[config.mk]
export PLATFORM = sky130hd
export DESIGN_NAME = ft_cmd_regbank
export DESIGN_NICKNAME = d
export VERILOG_FILES = /design/src/rtl/ft_cmd_regbank_pkg.sv /design/src/rtl/ft_cmd_regbank_fifo.sv /design/src/rtl/ft_cmd_regbank.sv
export SDC_FILE = /design/constraint.sdc
export NUM_CORES = 1
export LEC_CHECK = 0
export BUFFER_PORTS_ARGS = -buffer_cell sky130_fd_sc_hd__buf_4
export CORE_MARGIN = 2
export CORE_UTILIZATION = 55
export CTS_BUF_LIST = sky130_fd_sc_hd__clkbuf_2
export DETAILED_ROUTE_END_ITERATION = 10
export GPL_TIMING_DRIVEN = 0
export PLACE_DENSITY = 0.73
export SLEW_MARGIN = 20
export SYNTH_ARGS = -nofsm -noshare
export SYNTH_HDL_FRONTEND = slang
export SYNTH_SLANG_ARGS = --single-unit
[constraint.sdc]
create_clock -name clk -period 2.75 [get_ports clk]
set_input_delay 0.275 -clock clk [delete_from_list [all_inputs] [get_ports clk]]
set_output_delay 0.275 -clock clk [all_outputs]
set_load 0.02 [all_outputs]
[src/rtl/ft_cmd_regbank_pkg.sv]
// Shared constants for the FT600 command register bank: op codes, register map,
// response codes, CTRL layout and FSM state encodings.
package ft_cmd_regbank_pkg;

  localparam int DATA_WIDTH = 32;
  localparam int ADDR_WIDTH = 6;

  localparam logic [1:0] OP_NOP   = 2'b00;
  localparam logic [1:0] OP_WRITE = 2'b01;
  localparam logic [1:0] OP_READ  = 2'b10;
  localparam logic [1:0] OP_RSVD  = 2'b11;

  localparam logic [ADDR_WIDTH-1:0] ADDR_ID      = 6'h00;
  localparam logic [ADDR_WIDTH-1:0] ADDR_CTRL    = 6'h01;
  localparam logic [ADDR_WIDTH-1:0] ADDR_STATUS  = 6'h02;
  localparam logic [ADDR_WIDTH-1:0] ADDR_SCRATCH = 6'h03;
  localparam logic [ADDR_WIDTH-1:0] ADDR_CMDCNT  = 6'h04;

  localparam logic [1:0] RSP_OK  = 2'b10;
  localparam logic [1:0] RSP_ERR = 2'b11;

  localparam int CTRL_LOOPBACK  = 0;
  localparam int CTRL_TX_MUX    = 1;
  localparam int CTRL_RX_MUX    = 2;
  localparam int CTRL_TX_LED    = 3;
  localparam int CTRL_RX_LED    = 4;
  localparam int CTRL_AFE_TX_EN = 5;
  localparam int CTRL_AFE_RX_EN = 6;
  localparam int CTRL_AFE_RESET = 7;
  localparam logic [7:0] CTRL_RESET = 8'h81;

  localparam logic [1:0] ST_IDLE = 2'd0;
  localparam logic [1:0] ST_EXEC = 2'd1;
  localparam logic [1:0] ST_RESP = 2'd2;

  typedef struct packed {
    logic [1:0]            op;
    logic [ADDR_WIDTH-1:0] addr;
    logic [7:0]            tag;
    logic [15:0]           data;
  } cmd_word_t;

endpackage

[src/rtl/ft_cmd_regbank_fifo.sv]
// Input skid FIFO for host command words; flags a one-cycle overflow pulse when a
// word arrives while full and nothing is popped in the same cycle.
module cmd_skid_fifo #(
  parameter int DEPTH = 4,
  parameter int W     = 32
) (
  input  logic         clk,
  input  logic         reset,
  input  logic         push_i,
  input  logic [W-1:0] din_i,
  input  logic         pop_i,
  output logic [W-1:0] dout_o,
  output logic         full_o,
  output logic         empty_o,
  output logic         ovf_o
);
  localparam int AW = $clog2(DEPTH);

  logic [W-1:0]  r_mem [DEPTH];
  logic [AW-1:0] r_rd;
  logic [AW-1:0] r_wr;
  logic [AW:0]   r_cnt;
  logic          w_push;
  logic          w_pop;

  assign empty_o = (r_cnt == '0);
  assign full_o  = (r_cnt == (AW+1)'(DEPTH));
  assign w_pop   = pop_i && !empty_o;
  // A pop in the same cycle frees a slot, so a push while full is still accepted.
  assign w_push  = push_i && (!full_o || w_pop);
  assign ovf_o   = push_i && !w_push;
  assign dout_o  = r_mem[r_rd];

  always_ff @(posedge clk) begin
    if (w_push) r_mem[r_wr] <= din_i;
  end

  always_ff @(posedge clk) begin
    if (reset) begin
      r_rd  <= '0;
      r_wr  <= '0;
      r_cnt <= '0;
    end else begin
      if (w_push) r_wr <= r_wr + 1'b1;
      if (w_pop)  r_rd <= r_rd + 1'b1;
      r_cnt <= r_cnt + {{AW{1'b0}}, w_push} - {{AW{1'b0}}, w_pop};
    end
  end

endmodule

[src/rtl/ft_cmd_regbank.sv]
// Executes host register read/write commands against the board control bank and
// returns one response word per non-NOP command. FSM: IDLE -> EXEC -> RESP.
import ft_cmd_regbank_pkg::*;

module ft_cmd_regbank #(
  parameter int          IN_DEPTH = 4,
  parameter logic [15:0] ID_VALUE = 16'h5D50
) (
  input  logic        clk,
  input  logic        reset,
  input  logic [31:0] cmd_data_i,
  input  logic        cmd_we_i,
  output logic [31:0] rsp_data_o,
  output logic        rsp_we_o,
  input  logic        rsp_full_i,
  input  logic [7:0]  status_i,
  output logic [7:0]  ctrl_o,
  output logic        busy_o,
  output logic [1:0]  dbg_state_o,
  output logic        dbg_fifo_full_o
);
  logic [1:0]  r_state;
  cmd_word_t   r_cmd;
  logic [31:0] r_rsp;
  logic [7:0]  r_ctrl;
  logic [15:0] r_scratch;
  logic [15:0] r_cmdcnt;
  logic        r_ovf;

  logic [31:0] w_fifo_dout;
  logic        w_empty;
  logic        w_full;
  logic        w_ovf_set;
  logic        w_pop;
  logic        w_exec;
  logic        w_err;
  logic [15:0] w_rdata;
  logic        w_wr_ctrl;
  logic        w_wr_scratch;
  logic        w_clr_ovf;

  assign w_pop  = (r_state == ST_IDLE) && !w_empty;
  assign w_exec = (r_state == ST_EXEC);

  cmd_skid_fifo #(.DEPTH(IN_DEPTH), .W(DATA_WIDTH)) u_fifo (
    .clk    (clk),
    .reset  (reset),
    .push_i (cmd_we_i),
    .din_i  (cmd_data_i),
    .pop_i  (w_pop),
    .dout_o (w_fifo_dout),
    .full_o (w_full),
    .empty_o(w_empty),
    .ovf_o  (w_ovf_set)
  );

  // rdata is the register value after any write this command performs.
  always_comb begin
    w_err        = 1'b0;
    w_rdata      = 16'h0000;
    w_wr_ctrl    = 1'b0;
    w_wr_scratch = 1'b0;
    w_clr_ovf    = 1'b0;
    case (r_cmd.op)
      OP_READ: begin
        case (r_cmd.addr)
          ADDR_ID:      w_rdata = ID_VALUE;
          ADDR_CTRL:    w_rdata = {8'h00, r_ctrl};
          ADDR_STATUS:  w_rdata = {7'b0, r_ovf, status_i};
          ADDR_SCRATCH: w_rdata = r_scratch;
          ADDR_CMDCNT:  w_rdata = r_cmdcnt;
          default:      w_err   = 1'b1;
        endcase
      end
      OP_WRITE: begin
        case (r_cmd.addr)
          ADDR_CTRL: begin
            w_wr_ctrl = w_exec;
            w_rdata   = {8'h00, r_cmd.data[7:0]};
          end
          ADDR_STATUS: begin
            w_clr_ovf = w_exec && r_cmd.data[8];
            w_rdata   = {7'b0, r_ovf && !r_cmd.data[8], status_i};
          end
          ADDR_SCRATCH: begin
            w_wr_scratch = w_exec;
            w_rdata      = r_cmd.data;
          end
          default: w_err = 1'b1;
        endcase
      end
      OP_RSVD: w_err = 1'b1;
      default: ;
    endcase
  end

  always_ff @(posedge clk) begin
    if (reset) begin
      r_state   <= ST_IDLE;
      r_cmd     <= '0;
      r_rsp     <= '0;
      r_ctrl    <= CTRL_RESET;
      r_scratch <= '0;
      r_cmdcnt  <= '0;
      r_ovf     <= 1'b0;
    end else begin
      if (w_ovf_set)      r_ovf <= 1'b1;
      else if (w_clr_ovf) r_ovf <= 1'b0;
      case (r_state)
        ST_IDLE: begin
          if (!w_empty) begin
            r_cmd   <= cmd_word_t'(w_fifo_dout);
            r_state <= ST_EXEC;
          end
        end
        ST_EXEC: begin
          if (r_cmd.op == OP_NOP) begin
            r_state <= ST_IDLE;
          end else begin
            if (w_wr_ctrl)    r_ctrl    <= r_cmd.data[7:0];
            if (w_wr_scratch) r_scratch <= r_cmd.data;
            r_rsp    <= {w_err ? RSP_ERR : RSP_OK, r_cmd.addr, r_cmd.tag,
                         w_err ? 16'h0000 : w_rdata};
            r_cmdcnt <= r_cmdcnt + 16'd1;
            r_state  <= ST_RESP;
          end
        end
        ST_RESP: begin
          if (!rsp_full_i) r_state <= ST_IDLE;
        end
        default: r_state <= ST_IDLE;
      endcase
    end
  end

  // Handshake: a response word is delivered in the single cycle where the FSM is
  // in RESP and the response FIFO is not full; while full, rsp_data_o is held.
  assign rsp_we_o        = (r_state == ST_RESP) && !rsp_full_i && !reset;
  assign rsp_data_o      = r_rsp;
  assign ctrl_o          = r_ctrl;
  assign busy_o          = (r_state != ST_IDLE) || !w_empty;
  assign dbg_state_o     = r_state;
  assign dbg_fifo_full_o = w_full;

endmodule
==> results_dict.tcl, run 1 <==
set metrics [dict create \
    die_w_um 138 \
    cts.sinks 242 \
    arrival_ps 3290 \
    grt_pass1_vias 7150 \
    clk_pin_slew_ps 110 \
    antenna_found_initial 1 \
    dieArea_um2 19200 \
    timing.rr.start "u_fifo.r_cnt[1]" \
    ant_nets 0 \
    synth_top_area_cell "edfxtp_1" \
    path_max_fanout 16 \
    synth_edf_count 128 \
    drt_iter0_drc 653 \
    tightest_slew_ps 984 \
    port_buffers 88 \
    critPathLaunch "u_fifo.r_cnt[1]" \
    place_congestion 0.902 \
    initial_utilization 0.557 \
    synth_most_common_cell "nand2_1" \
    syn_to_final_growth_pct 20.1 \
    synth_top_flop_cell "edfxtp_1" \
    yosysTopAreaCellShare 0.386 \
    synthArstFlopShare 0 \
    post_cts_buffers 0 \
    rows 49 \
    core-area_um2 17800 \
    peakVddDrop_mv 0.471 \
    grt_util_met2 0.408 \
    wirelength_mm 24.4 \
    crit_buf_inv 2 \
    power-per-cell-area_nw_per_um2 837 \
    hp-class "primary input to flip-flop" \
    cts_max_level 2 \
    final_cells 1296 \
    critPathMaxStageDelay_ps 430 \
    viasPerCell 5.69 \
    hold_start "status_i[5]" \
    grt_max_degree 26 \
    dp_slack_ps -225 \
    yosys_warnings 0 \
    path_cells "or3_1 > nand2_2 > clkinv_2 > ha_1 > inv_1 > ha_1 > fa_1 > xnor2_1 > nor2_1" \
    hold_viol_final 0 \
    synth_common_cells "153 x nand2_1, 128 x edfxtp_1, 114 x dfxtp_1" \
    wl_per_cell_um 18.9 \
    rsz0062_at_grt "no" \
    n_fill_cell 1373 \
    cp_top_family "adder cells" \
    drt-pass1-iter-count 7 \
    syn-num-nets 884 \
    dieHeight_um 138 \
    min_period_over_period 0.939 \
    hpwl_mm 16.5 \
    setup_viol 0 \
    worstPathRequired_ps 3460 \
    endpoint_kind "flip-flop" \
    drv_slew 0 \
    ys_types 65 \
    fin_crit_ps 2580 \
    synthesis.area_um2 9950 \
    start_kind "flip-flop" \
    clock_skew_ps 50.8 \
    use_met3 0.0478 \
    grt_pass1_wl_mm 38.1 \
    placed_cells 1148 \
    grt_busiest_layer "met2" \
    crit_path_frequent_cell "ha_1" \
    routed-via-count 7368 \
    cts_buffer_depth 3 \
    synthTopCellsByArea "edfxtp_1 39%, dfxtp_1 23%, mux4_2 7.2%" \
    cts_made_buffers 60 \
    nNetsFinal 1077 \
    grt_util_met1 0.343 \
    fin_ws_ps 167 \
    yosysSeqAreaShare 0.616 \
    ios 89 \
    drcViolationCount 0 \
    outcome "finished, final reports clean" \
    fin_hold_ws_ps 48.4 \
    synthCells 827 \
    fmax_mhz 387 \
    grtUsageTotal 0.254 \
    drive_above_1_share 0.232 \
    clock_latency_ps 860 \
    postSynthAreaPerCell_um2 12.0 \
    grt.overflow.total 0 \
    slowest_stage "or3_1" \
    drv_cap 0 \
    cts_tree "done" \
    root_buffer "clkbuf_2" \
    relSlewSlack 0.338 \
    synth-seq-cells 242 \
    critPathKind "flip-flop to flip-flop" \
    power_leakage_nw 4.38 \
]
## layout make-up
class	count	area, um2	share of cell area
flip-flops and latches	242	6130	0.513
multi-input cells	512	3540	0.296
repair buffers	132	1150	0.0961
clock buffers	89	445	0.0373
well taps	229	287	0.0240
plain buffers	53	218	0.0182
clock inverters	19	111	0.00932
inverters	19	72.6	0.00607
diodes	1	2.50	0.000209
## timing repair
item,CTS,global route
hold buffers,40,0
cloned,0,0
gates resized for setup,4,3
pin swaps,0,0
endpoints found under the hold margin,141,0
setup endpoints to repair,7,11
## cell families after synthesis
logic type / Yosys count / share of synthesized area
compound gates: 151 / 0.0984
fa+ha+maj: 13 / 0.0171
simple gates: 289 / 0.141
flops: 242 / 0.616
mux: 45 / 0.0858
buf+inv: 73 / 0.0291
xor+xnor: 14 / 0.0123
## worst min-delay path, stage by stage
cell	delay (ps)
buf_4	80
mux2i_1	60
nor3_1	170
o31ai_1	110
a22oi_2	130
## worst paths after layout
kind,slack (ps),cells past startpoint,endpoint
max,170,9,u_fifo.r_cnt[2]
min,50,5,rsp_data_o[5]
max reg2reg,170,9,u_fifo.r_cnt[2]
min reg2reg,440,2,rsp_data_o[22]
## power by group
group          total [W]  internal (W)  leakage [nW]  switching (W)
sequential       0.00458       0.00423          2.10       0.000346
combinational    0.00303       0.00118          1.85        0.00185
clock            0.00239      0.000973         0.425        0.00142
total             0.0100       0.00639          4.38        0.00361
## state kept, by name, summed over array words and instances (netlist names)
| signal | count |
|---|---|
| u_fifo.r_mem | 128 |
| r_cmdcnt | 16 |
| ctrl_o | 8 |
| u_fifo.r_cnt | 3 |
| u_fifo.r_rd | 2 |
| rsp_data_o | 32 |
| r_ovf | 1 |
| dbg_state_o | 2 |
| r_cmd | 32 |
| u_fifo.r_wr | 2 |
| r_scratch | 16 |
## cells in the final DEF, fill, tap and decap left out, types with 8 or more instances in the layout
| cell | instances |
|---|---|
| edfxtp_1 | 128 |
| buf_4 | 88 |
| mux4_2 | 32 |
| a21oi_1 | 75 |
| clkbuf_1 | 38 |
| o21ai_0 | 8 |
| dlygate4sd3_1 | 40 |
| nand2_1 | 152 |
| dfxtp_1 | 114 |
| clkinv_1 | 13 |
| nand3_1 | 9 |
| mux2i_1 | 11 |
| and3_1 | 10 |
| nor2_1 | 33 |
| nor4b_1 | 8 |
| a32oi_1 | 8 |
| inv_1 | 18 |
| clkbuf_2 | 92 |
| nand4_1 | 8 |
| and2_1 | 8 |
| ha_1 | 12 |
## per-layer routing
| metal | routed length, um | up-vias |
|---|---|---|
| met5 | 0 | - |
| met4 | 753 | 0 |
| met3 | 1560 | 61 |
| met2 | 11700 | 330 |
| met1 | 10400 | 3515 |
| li1 | - | 3462 |
## stage by stage
| step | power (W) | utilization | cell area [um2] | TNS [ps] |
|---|---|---|---|---|
| after floorplan | 0.00661 | - | 9950 | 0 |
| after global placement | 0.00750 | 0.611 | 10900 | -36180 |
| after detailed placement | 0.00758 | 0.616 | 11000 | -424 |
| after CTS | 0.0100 | 0.670 | 11900 | 0 |
| after global routing | 0.0105 | 0.670 | 11900 | 0 |
| final | 0.0100 | 0.670 | 11900 | 0 |
(Power assumes the default switching activity.)
==> inputs of run 2 (changes only) <==
- CORE_MARGIN: 2 -> 5
- SYNTH_HIERARCHICAL: unset -> 1
==> results_dict.tcl, run 2 <==
set metrics [dict create \
    dieHeight_um 143 \
    die_w_um 143 \
    p_clk_frac 0.226 \
    hold_depth 2 \
    synthTopCellsByArea "edfxtp_1 39%, dfxtp_1 24%, mux4_2 7.4%" \
    yosys_warnings 6 \
    peakVddDrop_mv 0.424 \
    dr.max_layer_used "met4" \
    fmax_mhz 377 \
    placed_cells 1091 \
    p_switching_w 0.00354 \
    ios 89 \
    synth_common_cells "136 x nand2_1, 128 x edfxtp_1, 116 x dfxtp_1" \
    cts_made_buffers 60 \
    reg2reg_slack_ps 100 \
    ant_nets 0 \
    rsz0062_at_grt "no" \
    worstPathRequired_ps 3450 \
    final_cells 1254 \
    wirelength_mm 23.2 \
    power-per-cell-area_nw_per_um2 858 \
    hp-class "primary input to flip-flop" \
    comb_power_share 0.310 \
    endpoint_kind "flip-flop" \
    power_leakage_nw 4.31 \
    place_congestion 0.970 \
    syn_to_final_growth_pct 21.0 \
    critPathKind "flip-flop to flip-flop" \
    cts.sinks 244 \
    swShare 0.351 \
    setup_viol 0 \
    drv_cap 0 \
    drt-pass1-iter-count 6 \
    cts_buffer_depth 3 \
    synthCells 779 \
    synth_edf_count 128 \
    synth_top_area_cell "edfxtp_1" \
    grt.overflow.total 0 \
    drt_iter0_drc 496 \
    worstHoldEndpoint "u_fifo/r_mem[0][24]" \
    ys_types 57 \
    hpwl_mm 15.7 \
    drv_slew 0 \
    wl_met1_mm 9.40 \
    synth_top_flop_cell "edfxtp_1" \
    wl_met2_mm 11.6 \
    tns_ps 0 \
    initial_utilization 0.561 \
    outcome "finished, final reports clean" \
    cts_max_level 2 \
    fin_area_um2 11800 \
    rows 48 \
    grt_pass1_vias 7069 \
    arrival_ps 3360 \
    synth_most_common_cell "nand2_1" \
    hold_viol_final 0 \
    power.total_w 0.0101 \
    core-area_um2 17400 \
    mostFrequentLayoutCell "nand2_1" \
    synth-seq-cells 244 \
    clock_latency_ps 880 \
    grtUsageTotal 0.231 \
    drive_above_1_share 0.259 \
    nNetsFinal 1034 \
    drcViolationCount 0 \
    yosysTopAreaCellShare 0.395 \
    cts_tree "done" \
    start_kind "flip-flop" \
    r2r_end "u_fifo/r_cnt[2]" \
    path_max_fanout 7 \
    port_buffers 87 \
    dieArea_um2 20500 \
    top_register "u_fifo/r_mem" \
    synthesis.area_um2 9740 \
    syn-num-nets 834 \
    hold_start "cmd_data_i[24]" \
    grt_pass1_wl_mm 36.5 \
    wl_per_cell_um 18.5 \
    root_buffer "clkbuf_2" \
    antenna_found_initial 1 \
    min_period_over_period 0.965 \
    fin_crit_ps 2650 \
    postSynthAreaPerCell_um2 12.5 \
    yosysSeqAreaShare 0.633 \
    rr_worst_depth 14 \
    grt_max_degree 33 \
    routed-via-count 6887 \
    largest_reg_flops 128 \
    p_int_w 0.00656 \
    tightest_slew_ps 653 \
    fin_util 0.679 \
    timing.rr.start "u_fifo/r_cnt[1]" \
    synthArstFlopShare 0 \
    post_dp_cell_area_um2 10700 \
    clock_skew_ps 72.7 \
    route.met3.wl_mm 1.38 \
    seqPwrFrac 0.464 \
    relSlewSlack 0.565 \
    viasPerCell 5.49 \
    layout_common_cells "136 x nand2_1, 128 x edfxtp_1, 113 x dfxtp_1" \
    clk_pin_slew_ps 120 \
]
-- run 2: cell count changes after synthesis, moves of 7 or more --
| cell | before | now |
|---|---|---|
| nor2_1 | 33 | 56 |
| nand2_1 | 153 | 136 |
| a22oi_1 | 2 | 16 |
| mux2i_1 | 11 | 25 |
| inv_1 | 18 | 8 |
| clkbuf_1 | 41 | 32 |
| o21ai_0 | 8 | 17 |
| a21oi_1 | 75 | 67 |
| a32oi_1 | 8 | 0 |
| and3b_1 | 7 | 0 |
| nor4b_1 | 8 | 1 |
| o31ai_1 | 7 | 0 |
-- run 2: power groups by stage --
stage | logic (W) | clock network, W | registers (W)
after floorplan | 0.00206 | 0 | 0.00466
after global placement | 0.00282 | 0 | 0.00473
after detailed placement | 0.00287 | 0 | 0.00477
after CTS | 0.00308 | 0.00235 | 0.00468
after global routing | 0.00341 | 0.00257 | 0.00474
final | 0.00313 | 0.00229 | 0.00469
-- run 2: cell type report --
class / count / area, um2
antenna: 2 / 5.00
buffer: 49 / 264
clock buffer: 90 / 450
clock inverter: 20 / 90.1
fill: 1290 / 5570
inverter: 8 / 32.5
multi-input combinational: 478 / 3340
sequential: 244 / 6170
tap: 225 / 282
timing repair buffer: 138 / 1140
-- run 2: repair_timing --
| action | 4_1_cts | 5_1_grt |
|---|---|---|
| resized for setup | 21 | 2 |
| pin swaps | 6 | 6 |
| hold buffers | 43 | 0 |
| hold endpoints to repair | 148 | 0 |
| buffers inserted | 4 | 4 |
| cloned | 0 | 0 |
| setup endpoints to repair | 141 | 9 |
-- run 2: metal layers --
| metal | GRT usage | vias to the layer above |
|---|---|---|
| met5 | 0 | - |
| met4 | 0.106 | 0 |
| met3 | 0.0469 | 71 |
| met2 | 0.393 | 237 |
| met1 | 0.284 | 3313 |
| li1 | - | 3266 |
-- run 2: kinds of logic after synthesis --
logic type	after synthesis	synth area share
flip-flops	244	0.633
buffers and inverters	57	0.0279
XOR/XNOR	18	0.0162
multiplexers	58	0.101
AO/OA/AOI/OAI	134	0.0861
AND/OR/NAND/NOR	257	0.120
adder cells (fa/ha/maj)	11	0.0149
-- run 2: worst max path at each step --
stage / start / end / cells past startpoint / slack (ps)
3_5_place_dp: u_fifo/r_cnt[0] / u_fifo/r_mem[1][2] / 8 / -490
4_1_cts: u_fifo/r_cnt[1] / u_fifo/r_cnt[2] / 14 / 20
6_report: u_fifo/r_cnt[1] / u_fifo/r_cnt[2] / 14 / 100
2_1_floorplan: u_fifo/r_cnt[1] / u_fifo/r_cnt[2] / 14 / 60
3_3_place_gp: u_fifo/r_cnt[0] / u_fifo/r_mem[1][4] / 8 / -420
5_1_grt: u_fifo/r_cnt[1] / u_fifo/r_cnt[2] / 14 / 10
-- run 2: worst max-delay path, stage by stage, from the launching register on --
cell and delay, ps:
dfxtp_2 330, buf_6 140, nor3_4 160, or3_1 130
clkbuf_8 140, inv_4 50, buf_8 120, nor4b_4 320
nor2b_4 70, a21bo_1 200, ha_2 170, fa_2 350
xnor2_2 140, xnor2_1 150, nor2_1 60
-- run 2: stage by stage --
step	hold WS, ps	worst slack, ps
2_1_floorplan	374	63.9
3_3_place_gp	435	-416
3_5_place_dp	445	-492
4_1_cts	49.6	18.0
5_1_grt	63.9	9.66
6_report	139	95.6
==> inputs of run 3 (changes only) <==
- REMOVE_ABC_BUFFERS: unset -> 1
- SKIP_CTS_REPAIR_TIMING: unset -> 1
==> results_dict.tcl, run 3 (same netlist as run 2, synthesis figures left out) <==
set metrics [dict create \
    wl_per_cell_um 18.4 \
    p_clk_frac 0.226 \
    swShare 0.349 \
    slowest_stage "dfxtp_2" \
    crit_buf_inv 1 \
    grt_pass1_wl_mm 34.5 \
    path_max_fanout 18 \
    p_int_w 0.00653 \
    violations "hold timing" \
    p_switching_w 0.00350 \
    clock_skew_ps 79.7 \
    drive_above_1_share 0.274 \
    critPathMaxStageDelay_ps 390 \
    timing.rr.start "u_fifo/r_cnt[0]" \
    cts.sinks 244 \
    fin_hold_ws_ps -0.386 \
    cts_max_level 2 \
    r2r_end "u_fifo/r_cnt[2]" \
    core-area_um2 17400 \
    rows 48 \
    hold_viol_final 1 \
    initial_utilization 0.561 \
    path_cells "nor3_4 > or3_4 > clkinv_8 > nor4b_4 > nor2b_2 > a21bo_1 > ha_1 > fa_1 > xnor2_1 > xnor2_1 > nor2_1" \
    cts_tree "done" \
    cts_made_buffers 57 \
    reg2reg_slack_ps 120 \
    grtUsageTotal 0.214 \
    place_congestion 0.801 \
    outcome "finished, violations left" \
    arrival_ps 3340 \
    seqPwrFrac 0.477 \
    wirelength_mm 22.4 \
    ios 89 \
    fin_util 0.674 \
    fin_crit_ps 2630 \
    cp_top_family "simple AND/OR/NAND/NOR gates" \
    worstPathRequired_ps 3460 \
    peakVddDrop_mv 0.557 \
    drv_cap 0 \
    hp-class "primary input to flip-flop" \
    rr_worst_depth 11 \
    die_w_um 143 \
    critPathLaunch "u_fifo/r_cnt[0]" \
    grt_pass1_vias 6741 \
    drt_iter0_drc 401 \
    cp-endpoint "u_fifo/r_cnt[2]" \
    root_buffer "clkbuf_2" \
    rsz0062_at_grt "yes" \
    setup_viol 0 \
    relSlewSlack 0.468 \
    drcViolationCount 0 \
    min_period_over_period 0.956 \
    mostFrequentLayoutCell "nand2_1" \
    power_leakage_nw 4.27 \
    post_dp_cell_area_um2 10600 \
    fin_area_um2 11700 \
    fmax_mhz 380 \
    cts_buffer_depth 3 \
    port_buffers 88 \
    routed-via-count 6712 \
    ant_nets 0 \
    endpoint_kind "flip-flop" \
    viasPerCell 5.53 \
    critPathKind "flip-flop to flip-flop" \
    grt.overflow.total 0 \
    comb_power_share 0.297 \
    drt-pass1-iter-count 5 \
    crit_path_frequent_cell "xnor2_1" \
    drv_slew 0 \
    clock_latency_ps 830 \
    top_register "u_fifo/r_mem" \
    dieHeight_um 143 \
    largest_reg_flops 128 \
    tightest_slew_ps 797 \
    antenna_found_initial 1 \
    clk_pin_slew_ps 110 \
    nNetsFinal 994 \
    syn_to_final_growth_pct 20.2 \
    power-per-cell-area_nw_per_um2 857 \
    dieArea_um2 20500 \
    grt_max_degree 107 \
    crit_cells 11 \
    start_kind "flip-flop" \
    hpwl_mm 14.0 \
    layout_common_cells "136 x nand2_1, 128 x edfxtp_1, 111 x dfxtp_1" \
]
run 3: changes by cell type in the layout (fill, tap and decap cells not counted), sizes merged:
cell and delta:
dlygate4sd3 -2, inv -2, clkinv -8, buf -5, clkbuf -24, or3 +1
run 3: worst min path at each step:
stage	startpoint	cells past startpoint	end	slack [ps]
after floorplan	reset	1	dbg_state_o[1]	340
after global placement	r_cmd[17]	2	rsp_data_o[17]	440
after detailed placement	rsp_data_o[9]	2	rsp_data_o[9]	450
after CTS	cmd_data_i[30]	1	u_fifo/r_mem[0][30]	-410
after global routing	status_i[2]	5	rsp_data_o[2]	3
final	status_i[2]	5	rsp_data_o[2]	-0.4
run 3: through the flow:
step	setup slack, ps	power [W]	setup TNS [ps]	instances
2_1_floorplan	-715	0.00654	-100500	730
3_3_place_gp	-2330	0.00735	-409030	1043
3_5_place_dp	-958	0.00753	-100640	1051
4_1_cts	-978	0.00980	-106510	1158
5_1_grt	-37.3	0.0106	-37.3	1214
6_report	121	0.0100	0	1214
run 3: power by group through the flow:
stage | registers (W) | clock network, W | logic, W
final | 0.00478 | 0.00227 | 0.00298
after global routing | 0.00484 | 0.00254 | 0.00325
after CTS | 0.00475 | 0.00234 | 0.00270
after detailed placement | 0.00484 | 0 | 0.00269
after global placement | 0.00497 | 0 | 0.00238
after floorplan | 0.00483 | 0 | 0.00171
run 3: layout make-up:
class,count,area [um2]
clock buffers,98,490
fillers,1310,5660
clock inverters,9,35.0
multi-input cells,479,3340
inverters,8,42.5
repair buffers,148,1320
diodes,2,5.00
flip-flops and latches,244,6180
repair inverters,1,8.76
well taps,225,282
run 3: tightest hold or removal path, stage by stage:
cell and delay [ps]:
buf_4 120, nand2_1 70, a21oi_1 60, a21oi_1 150, a22oi_2 70
run 3: layer usage:
metal	GRT usage	routed length [um]	part of all wire	up-vias
met5	0	0	0	-
li1	-	-	-	3173
met3	0.0512	1700	0.076	54
met1	0.262	8810	0.39	3227
met4	0.0905	747	0.033	0
met2	0.363	11100	0.50	258
